<file path="src/rtl/tetris_input_pkg.sv">
// Shared definitions for the Tetris button front end.
//   - Button indices used for every 4-bit button vector (bit 0 = Spin ... bit 3 = Down).
//   - Arbiter FSM state encoding.
//   - REPEATABLE: buttons that auto-repeat while held.
//   - grant_onehot(): fixed-priority pick, lowest index wins (Spin > Left > Right > Down).
package tetris_input_pkg;

  localparam int NUM_BTN   = 4;
  localparam int BTN_SPIN  = 0;
  localparam int BTN_LEFT  = 1;
  localparam int BTN_RIGHT = 2;
  localparam int BTN_DOWN  = 3;

  localparam logic [NUM_BTN-1:0] REPEATABLE = 4'b1110;

  typedef enum logic [1:0] {
    IDLE  = 2'd0,
    ISSUE = 2'd1,
    GAP   = 2'd2
  } arb_state_t;

  // Isolate the lowest set bit; index order is the grant priority.
  function automatic logic [NUM_BTN-1:0] grant_onehot(input logic [NUM_BTN-1:0] req);
    return req & (~req + 4'd1);
  endfunction

endpackage

</file>
<file path="src/rtl/tetris_debounce.sv">
// One button: 2-FF synchroniser, debounce counter and single-cycle edge pulses.
// Ports:
//   clk, rst   system clock, asynchronous active-high reset
//   btn_raw    raw button, asynchronous to clk
//   rise       one-cycle pulse in the cycle after the debounced level goes high
//   fall       one-cycle pulse in the cycle after the debounced level goes low
// The debounced level flips once the synced input has differed from it for
// DEBOUNCE_CYCLES consecutive samples; any matching sample restarts the count.
module tetris_debounce #(
  parameter int DEBOUNCE_CYCLES = 16
) (
  input  logic clk,
  input  logic rst,
  input  logic btn_raw,
  output logic rise,
  output logic fall
);

  localparam int              CW   = $clog2(DEBOUNCE_CYCLES + 1);
  localparam logic [CW-1:0]   LAST = CW'(DEBOUNCE_CYCLES - 1);

  logic          sync1;
  logic          sync2;
  logic          level;
  logic [CW-1:0] cnt;

  // NOTE: sequential state uses non-blocking assignments so every register
  // samples the pre-edge value of the others (sync2 must see the old sync1).
  always_ff @(posedge clk or posedge rst) begin
    if (rst) begin
      sync1 <= 1'b0;
      sync2 <= 1'b0;
      level <= 1'b0;
      cnt   <= '0;
      rise  <= 1'b0;
      fall  <= 1'b0;
    end else begin
      sync1 <= btn_raw;
      sync2 <= sync1;
      rise  <= 1'b0;
      fall  <= 1'b0;
      if (sync2 == level) begin
        cnt <= '0;
      end else if (cnt == LAST) begin
        // This is the DEBOUNCE_CYCLES-th consecutive differing sample.
        cnt   <= '0;
        level <= sync2;
        rise  <= sync2;
        fall  <= ~sync2;
      end else begin
        cnt <= cnt + 1'b1;
      end
    end
  end

endmodule

</file>
<file path="src/rtl/tetris_input_arbiter.sv">
// Button front end for the Tetris core: debounces four buttons, generates press
// and auto-repeat requests, and issues them one at a time as fixed-length one-hot
// command pulses separated by a mandatory low gap (the core runs on clk/4).
// Ports:
//   clk, rst                       system clock, asynchronous active-high reset
//   btn_{left,right,down,spin}_raw raw buttons, asynchronous, active-high
//   Btn_Left/Right/Down/Spin       registered one-hot command pulses to the core
//   busy                           arbiter not in IDLE
//   coalesce_cnt                   saturating count of requests merged into a pending one
module tetris_input_arbiter
  import tetris_input_pkg::*;
#(
  parameter int DEBOUNCE_CYCLES = 16,
  parameter int REPEAT_DELAY    = 2**22,
  parameter int REPEAT_RATE     = 2**21,
  parameter int PULSE_CYCLES    = 16,
  parameter int GAP_CYCLES      = 16
) (
  input  logic       clk,
  input  logic       rst,
  input  logic       btn_left_raw,
  input  logic       btn_right_raw,
  input  logic       btn_down_raw,
  input  logic       btn_spin_raw,
  output logic       Btn_Left,
  output logic       Btn_Right,
  output logic       Btn_Down,
  output logic       Btn_Spin,
  output logic       busy,
  output logic [7:0] coalesce_cnt
);

  localparam int TMAX = (REPEAT_DELAY > REPEAT_RATE) ? REPEAT_DELAY : REPEAT_RATE;
  localparam int TW   = $clog2(TMAX + 1);
  localparam int PMAX = (PULSE_CYCLES > GAP_CYCLES) ? PULSE_CYCLES : GAP_CYCLES;
  localparam int CW   = $clog2(PMAX + 1);

  localparam logic [TW-1:0] DELAY_LD = TW'(REPEAT_DELAY);
  localparam logic [TW-1:0] RATE_LD  = TW'(REPEAT_RATE);
  localparam logic [CW-1:0] PULSE_LD = CW'(PULSE_CYCLES);
  localparam logic [CW-1:0] GAP_LD   = CW'(GAP_CYCLES);

  logic [NUM_BTN-1:0] raw;
  logic [NUM_BTN-1:0] rise;
  logic [NUM_BTN-1:0] fall;
  logic [NUM_BTN-1:0] rep;
  logic [NUM_BTN-1:0] set_ev;
  logic [NUM_BTN-1:0] pending;
  logic [NUM_BTN-1:0] pending_nxt;
  logic [NUM_BTN-1:0] grant;
  logic [NUM_BTN-1:0] clr;
  logic [NUM_BTN-1:0] merged;
  logic [NUM_BTN-1:0] cmd_q;
  logic [8:0]         coal_sum;
  logic [7:0]         coal_nxt;
  logic [TW-1:0]      rpt_timer [NUM_BTN];
  logic [CW-1:0]      phase_cnt;
  arb_state_t         state;

  assign raw[BTN_SPIN]  = btn_spin_raw;
  assign raw[BTN_LEFT]  = btn_left_raw;
  assign raw[BTN_RIGHT] = btn_right_raw;
  assign raw[BTN_DOWN]  = btn_down_raw;

  for (genvar i = 0; i < NUM_BTN; i++) begin : g_btn
    tetris_debounce #(
      .DEBOUNCE_CYCLES(DEBOUNCE_CYCLES)
    ) u_debounce (
      .clk    (clk),
      .rst    (rst),
      .btn_raw(raw[i]),
      .rise   (rise[i]),
      .fall   (fall[i])
    );
  end

  // Repeat timers: loaded with REPEAT_DELAY on a press, fire when they reach 1
  // and reload with REPEAT_RATE. A release clears them. Spin never loads, so
  // its timer stays at zero and is trimmed away.
  // NOTE: the timer array is a handful of flops, not a RAM, so resetting it is
  // intended and cheap.
  always_ff @(posedge clk or posedge rst) begin
    if (rst) begin
      for (int i = 0; i < NUM_BTN; i++) rpt_timer[i] <= '0;
    end else begin
      for (int i = 0; i < NUM_BTN; i++) begin
        if (fall[i])                        rpt_timer[i] <= '0;
        else if (rise[i] && REPEATABLE[i])  rpt_timer[i] <= DELAY_LD;
        else if (rpt_timer[i] == TW'(1))    rpt_timer[i] <= RATE_LD;
        else if (rpt_timer[i] != '0)        rpt_timer[i] <= rpt_timer[i] - 1'b1;
      end
    end
  end

  // NOTE: every always_comb output gets a default first so no path can leave
  // it unassigned and infer a latch.
  always_comb begin
    rep = '0;
    for (int i = 0; i < NUM_BTN; i++) begin
      rep[i] = REPEATABLE[i] && !fall[i] && (rpt_timer[i] == TW'(1));
    end
  end

  assign set_ev = rise | rep;

  // A set and a clear on the same bit leave it set, so a fresh press landing on
  // the grant cycle is kept; only sets on a still-pending bit count as merges.
  always_comb begin
    grant       = grant_onehot(pending);
    clr         = (state == IDLE) ? grant : '0;
    merged      = set_ev & pending & ~clr;
    pending_nxt = (pending & ~clr) | set_ev;
    coal_sum    = {1'b0, coalesce_cnt} + 9'($countones(merged));
    coal_nxt    = coal_sum[8] ? 8'hFF : coal_sum[7:0];
  end

  always_ff @(posedge clk or posedge rst) begin
    if (rst) begin
      state        <= IDLE;
      cmd_q        <= '0;
      phase_cnt    <= '0;
      pending      <= '0;
      coalesce_cnt <= '0;
    end else begin
      pending      <= pending_nxt;
      coalesce_cnt <= coal_nxt;
      case (state)
        IDLE: begin
          if (|pending) begin
            state     <= ISSUE;
            cmd_q     <= grant;
            phase_cnt <= PULSE_LD;
          end
        end
        ISSUE: begin
          if (phase_cnt == CW'(1)) begin
            state     <= GAP;
            cmd_q     <= '0;
            phase_cnt <= GAP_LD;
          end else begin
            phase_cnt <= phase_cnt - 1'b1;
          end
        end
        GAP: begin
          if (phase_cnt == CW'(1)) begin
            state     <= IDLE;
            phase_cnt <= '0;
          end else begin
            phase_cnt <= phase_cnt - 1'b1;
          end
        end
        default: begin
          state     <= IDLE;
          cmd_q     <= '0;
          phase_cnt <= '0;
        end
      endcase
    end
  end

  assign Btn_Spin  = cmd_q[BTN_SPIN];
  assign Btn_Left  = cmd_q[BTN_LEFT];
  assign Btn_Right = cmd_q[BTN_RIGHT];
  assign Btn_Down  = cmd_q[BTN_DOWN];
  assign busy      = (state != IDLE);

endmodule
</file>
<file path="config.mk">
export PLATFORM = sky130hd
export DESIGN_NAME = tetris_input_arbiter
export DESIGN_NICKNAME = d
export VERILOG_FILES = /design/src/rtl/tetris_input_pkg.sv /design/src/rtl/tetris_debounce.sv /design/src/rtl/tetris_input_arbiter.sv
export SDC_FILE = /design/constraint.sdc
export NUM_CORES = 1
export LEC_CHECK = 0
export CAP_MARGIN = 20
export CORE_MARGIN = 2
export CORE_UTILIZATION = 43
export DETAILED_ROUTE_END_ITERATION = 12
export GPL_TIMING_DRIVEN = 0
export HOLD_SLACK_MARGIN = 0.03
export PLACE_DENSITY = 0.56
export SYNTH_ARGS = -nofsm -noshare
export SYNTH_HDL_FRONTEND = slang
export SYNTH_HIERARCHICAL = 1
export SYNTH_SLANG_ARGS = --single-unit
</file>
<file path="constraint.sdc">
create_clock -name clk -period 6.4 [get_ports clk]
set_input_delay 1.28 -clock clk [delete_from_list [all_inputs] [get_ports clk]]
set_output_delay 1.28 -clock clk [all_outputs]
set_load 0.01 [all_outputs]
</file>
* Yosys cells after proc, flatten, opt, wreduce, memory -nomap -nowiden *
Index checks and enable logic that the tools add are counted.

operators by class
  div/mod/pow operators = 0
  reduce and logical (&&, ||, !) cells = 21
  $lt $le $gt $ge = 0
  bitwise gates (word level) = 16
  muxes and demuxes = 47
  add/subtract/negate cells = 13
  shift operators = 0
  eq/ne operators = 17
  multiply operators = 0

operators by type and width
  operator                 number
  $mux W23                 12
  $eq A23 B1 Y1 const B    3
  $reduce_bool A23 Y1      3
  $sub A23 B1 Y23 const B  3
  $mux W5                  11
  $add A5 B1 Y5 const B    4
  $eq A5 B4 Y1 const B     4
  $and A4 B4 Y4            4
  $pmux W5 S3              1
  $mux W1                  14
  $mux W4                  3
  $pmux W4 S3              1
  $reduce_bool A4 Y1       3
  $add A8 B3 Y9            1
  $mux W8                  1
  $not A1 Y1               8
  $not A4 Y4               2
  $or A4 B4 Y4             2
  $reduce_and A2 Y1        4
  $mux W2                  3
  $pmux W2 S3              1
  $reduce_and A3 Y1        2
  $eq A5 B1 Y1 const B     1
  $sub A5 B1 Y5 const B    1
  other kinds (13)         22

storage, ports and cells
  memories kept = 0
  word-level logic and storage cells = 145
  memory bits (writable) = 0
  bits in registers = 131
  latch bits = 0
  ROM bits = 0
  output and inout port bits = 13

* Longest topological paths before layout *
  depth after elaboration = 10
  mapped depth = 14
  gate-level depth less buffers = 13

* Cells and area by module *
The synthesis kept the hierarchy.

by module, submodules not included
  module                area each (µm²)  times used  cells each
  tetris_input_arbiter  5,118.7          1           549
  tetris_debounce       386.6            4           27

* Worst setup path after synthesis *
OpenSTA, ideal clock, no wires.

  kind = register to register
  start = register rpt_timer[25] in the netlist's numbering
  end = register coalesce_cnt[6]
  path buffers = 2
  setup slack = 2.516 ns
  stages on the path, launching flop included = 15
  setup time = 0.124 ns
  arrival = 3.760 ns
  cells stage by stage = dfrtp_1 -> or3_1 -> buf_6 -> or4_2 -> clkbuf_1 -> o31ai_1 -> nand2b_1 -> fa_1 -> fa_1 -> inv_1 -> fa_1 -> and3_1 -> nand3_1 -> nor3_1 -> a21oi_1

on the way
  word-level cells in the longest chain between the ends = 9

RTL lines
  element                              RTL line                     source
  start: declaration                   tetris_input_arbiter.sv:56   logic [TW-1:0] rpt_timer [NUM_BTN];
  start signal: indexed assignment     tetris_input_arbiter.sv:87   if (fall[i]) rpt_timer[i] <= '0;
  start signal: indexed assignment     tetris_input_arbiter.sv:88   else if (rise[i] && REPEATABLE[i]) rpt_timer[i] <= DELAY_LD;
  $eq A23 B1 Y1                        tetris_input_arbiter.sv:100  rep[i] = REPEATABLE[i] && !fall[i] && (rpt_timer[i] == TW'(1));
  $logic_and A1 B1 Y1                  tetris_input_arbiter.sv:100
  $or A4 B4 Y4                         tetris_input_arbiter.sv:104  assign set_ev = rise | rep;
  $and A4 B4 Y4 (2 in a row)           tetris_input_arbiter.sv:111  merged = set_ev & pending & ~clr;
  $add A1 B1 Y2 (not written as such)  tetris_input_arbiter.sv:113  coal_sum = {1'b0, coalesce_cnt} + 9'($countones(merged));
  $add A2 B2 Y3 (not written as such)  tetris_input_arbiter.sv:113
  $add A8 B3 Y9                        tetris_input_arbiter.sv:113
  $mux W8                              tetris_input_arbiter.sv:114  coal_nxt = coal_sum[8] ? 8'hFF : coal_sum[7:0];
  net coal_nxt[6]                      tetris_input_arbiter.sv:55   logic [7:0] coal_nxt;
  end signal: assignment               tetris_input_arbiter.sv:126  coalesce_cnt <= coal_nxt;
  end: declaration                     tetris_input_arbiter.sv:30   output logic [7:0] coalesce_cnt

The timed path passes the listed nets, and every way through them passes these cells.
A chain may end at the register's enable or synchronous reset.

* Worst setup path in the final report *
  start = register rpt_timer[31] in the netlist's numbering
  end = register coalesce_cnt[5]

Same word-level chain as after synthesis.

==> impl_metrics.tcl <==
set metrics [dict create \
    critPathLaunchType "flip-flop" \
    fin_skew_ns 0.00773 \
    grt_pass1_wl_microns 24000 \
    cts_max_path_buffers 2 \
    io_pins 19 \
    fmax_mhz 222 \
    syn_to_final_growth_pct 15.1 \
    routed-via-count 5110 \
    antenna_cells 0 \
    cp-end-kind "flip-flop" \
    cts_htree_levels 4 \
    relSlewSlack_pct 45.1 \
    period_share_pct 70.3 \
    path_class "reg2reg" \
    final-seq-area_sq_mm 0.00328 \
    fill_cells 1382 \
    clock-sinks 131 \
    drt_iter0_markers 310 \
    insertion_delay_ns 0.41 \
    cts-buffers-inserted 17 \
    required_ns 6.72 \
    crit_path_max_incr_delay_ns 0.77 \
    die_w_microns 128 \
    status "complete, no violations" \
    via_per_inst 5.73 \
    postRouteAntennaNets 0 \
    final_cell_mix "dfrtp_1, nor2_1, a21oi_1" \
    grt_max_degree 57 \
    cp.arrival_ns 4.82 \
    crit_path_cell_trace "or3_1 -> or4_2 -> clkbuf_1 -> o31ai_1 -> nand2b_1 -> fa_1 -> fa_1 -> inv_1 -> fa_1 -> and3_1 -> nand3_1 -> o21ai_0" \
    dieHeight_microns 128 \
    crit_fanout 10 \
    yosysWarnings 6 \
    grt_antenna_before_repair 0 \
    crit_top_cell "fa_1" \
    grt_usage_pct 18.3 \
    final_hold_viol_count 0 \
    mostFrequentLayoutCell "dfrtp_1" \
    tns_ns 0 \
    hold_class "reg2reg" \
    dr.pass1.iters 4 \
    portBuffers 18 \
    multi_input_area_sq_mm 0.00316 \
    cts_root_buf "clkbuf_16" \
    routed_wirelength_microns 13800 \
    slowest_stage "or4_2" \
    rsz0062_at_grt "no" \
    fin_hold_ws_ns 0.342 \
    min_period_ns 4.50 \
    p_per_area_mw_per_mm2 423 \
    postCtsHoldBufs 0 \
    syn_avg_cell_area_sq_um 10.1 \
    hpwl_microns 9490 \
    p_leak_nw 3.42 \
    num_rows 45 \
    gp_congestion 0.842 \
    synth_nets 680 \
    core-area_sq_mm 0.0151 \
    dieArea_sq_mm 0.0164 \
    synth_area_sq_mm 0.00663 \
    wire_per_inst_microns 15.5 \
    tightest_slew_ns 0.818 \
    drive_gt1_share_pct 8.52 \
    clk_pin_slew_ns 0.06 \
    peakVddDrop_v 0.000212 \
    post-cts-setup-buffers 0 \
    initial_core_util_pct 43.8 \
    netlist_instances 655 \
    cpLargestDelayFamily "simple AND/OR/NAND/NOR gates" \
    final_max_slew_viol_count 0 \
    drc 0 \
    path_buf_inv 2 \
    overflow 0 \
    finalSetupViolCount 0 \
    cts_resized 0 \
    fin_nets 718 \
    grt_pass1_vias 4937 \
    maxCapViolCount 0 \
    cts_tree "yes" \
]
==> cell type report <==
class / count / share of cell area (%)
sequential: 131 / 42.9
inverter: 24 / 1.21
multi-input combinational: 475 / 41.4
tap: 188 / 3.08
clock buffer: 25 / 6.62
timing repair buffer: 19 / 2.72
buffer: 25 / 1.34
clock inverter: 5 / 0.656
==> flip-flops by register name (all words and copies together), names as in the netlist, 4 cells and up <==
| register | count |
|---|---|
| g_btn.u_debounce/sync1 | 4 |
| rpt_timer | 69 |
| g_btn.u_debounce/cnt | 20 |
| pending | 4 |
| g_btn.u_debounce/level | 4 |
| g_btn.u_debounce/sync2 | 4 |
| coalesce_cnt | 8 |
| cmd_q | 4 |
| g_btn.u_debounce/rise | 4 |
| phase_cnt | 5 |
==> path summary, 6_finish.rpt <==
kind | startpoint | endpoint | slack [ns] | cells after the start
hold reg to reg | g_btn[2].u_debounce/sync1 | g_btn[2].u_debounce/sync2 | 0.34 | 0
setup reg to reg | rpt_timer[31] | coalesce_cnt[5] | 1.90 | 12
setup / recovery | rpt_timer[31] | coalesce_cnt[5] | 1.90 | 12
min in group asynchronous | rst | g_btn[0].u_debounce/cnt[4] | 1.42 | 2
max in group asynchronous | rst | rpt_timer[51] | 4.26 | 3
hold / removal | g_btn[2].u_debounce/sync1 | g_btn[2].u_debounce/sync2 | 0.34 | 0
==> layer usage <==
metal  part of all wire [%]  track usage [%]  vias to the layer above
li1                       -                -                     2499
met2                     46             28.9                       79
met1                     49             24.3                     2507
met5                      0                0                        -
met3                    2.7             4.09                       25
met4                    2.1             7.50                        0
==> per-stage QoR <==
step	util, %	cells	setup slack (ns)	instance area, sq um	power [mW]
finish	50.4	892	1.90	7630	3.23
global route	50.4	892	1.60	7630	3.47
CTS	50.4	892	1.87	7630	3.25
detailed placement	46.7	862	1.91	7080	2.31
global placement	46.5	861	0.865	7050	2.26
floorplan	-	655	2.52	6630	2.04
==> power breakdown <==
part           internal [mW]  switching [mW]  total [mW]
Sequential              1.06           0.242        1.30
Clock                  0.579           0.335       0.914
Combinational          0.403           0.604        1.01
Total                   2.04            1.18        3.23
==> worst register-to-register path, delay by kind of cell, from the launching register on <==
family,cells,cell delay (ns)
AND/OR/NAND/NOR,5,1.87
adder cells (fa/ha/maj),3,1.14
AO/OA/AOI/OAI,2,0.63
flip-flops,1,0.42
buffers and inverters,2,0.35
Note: power is estimated with default switching activity, not from simulation.
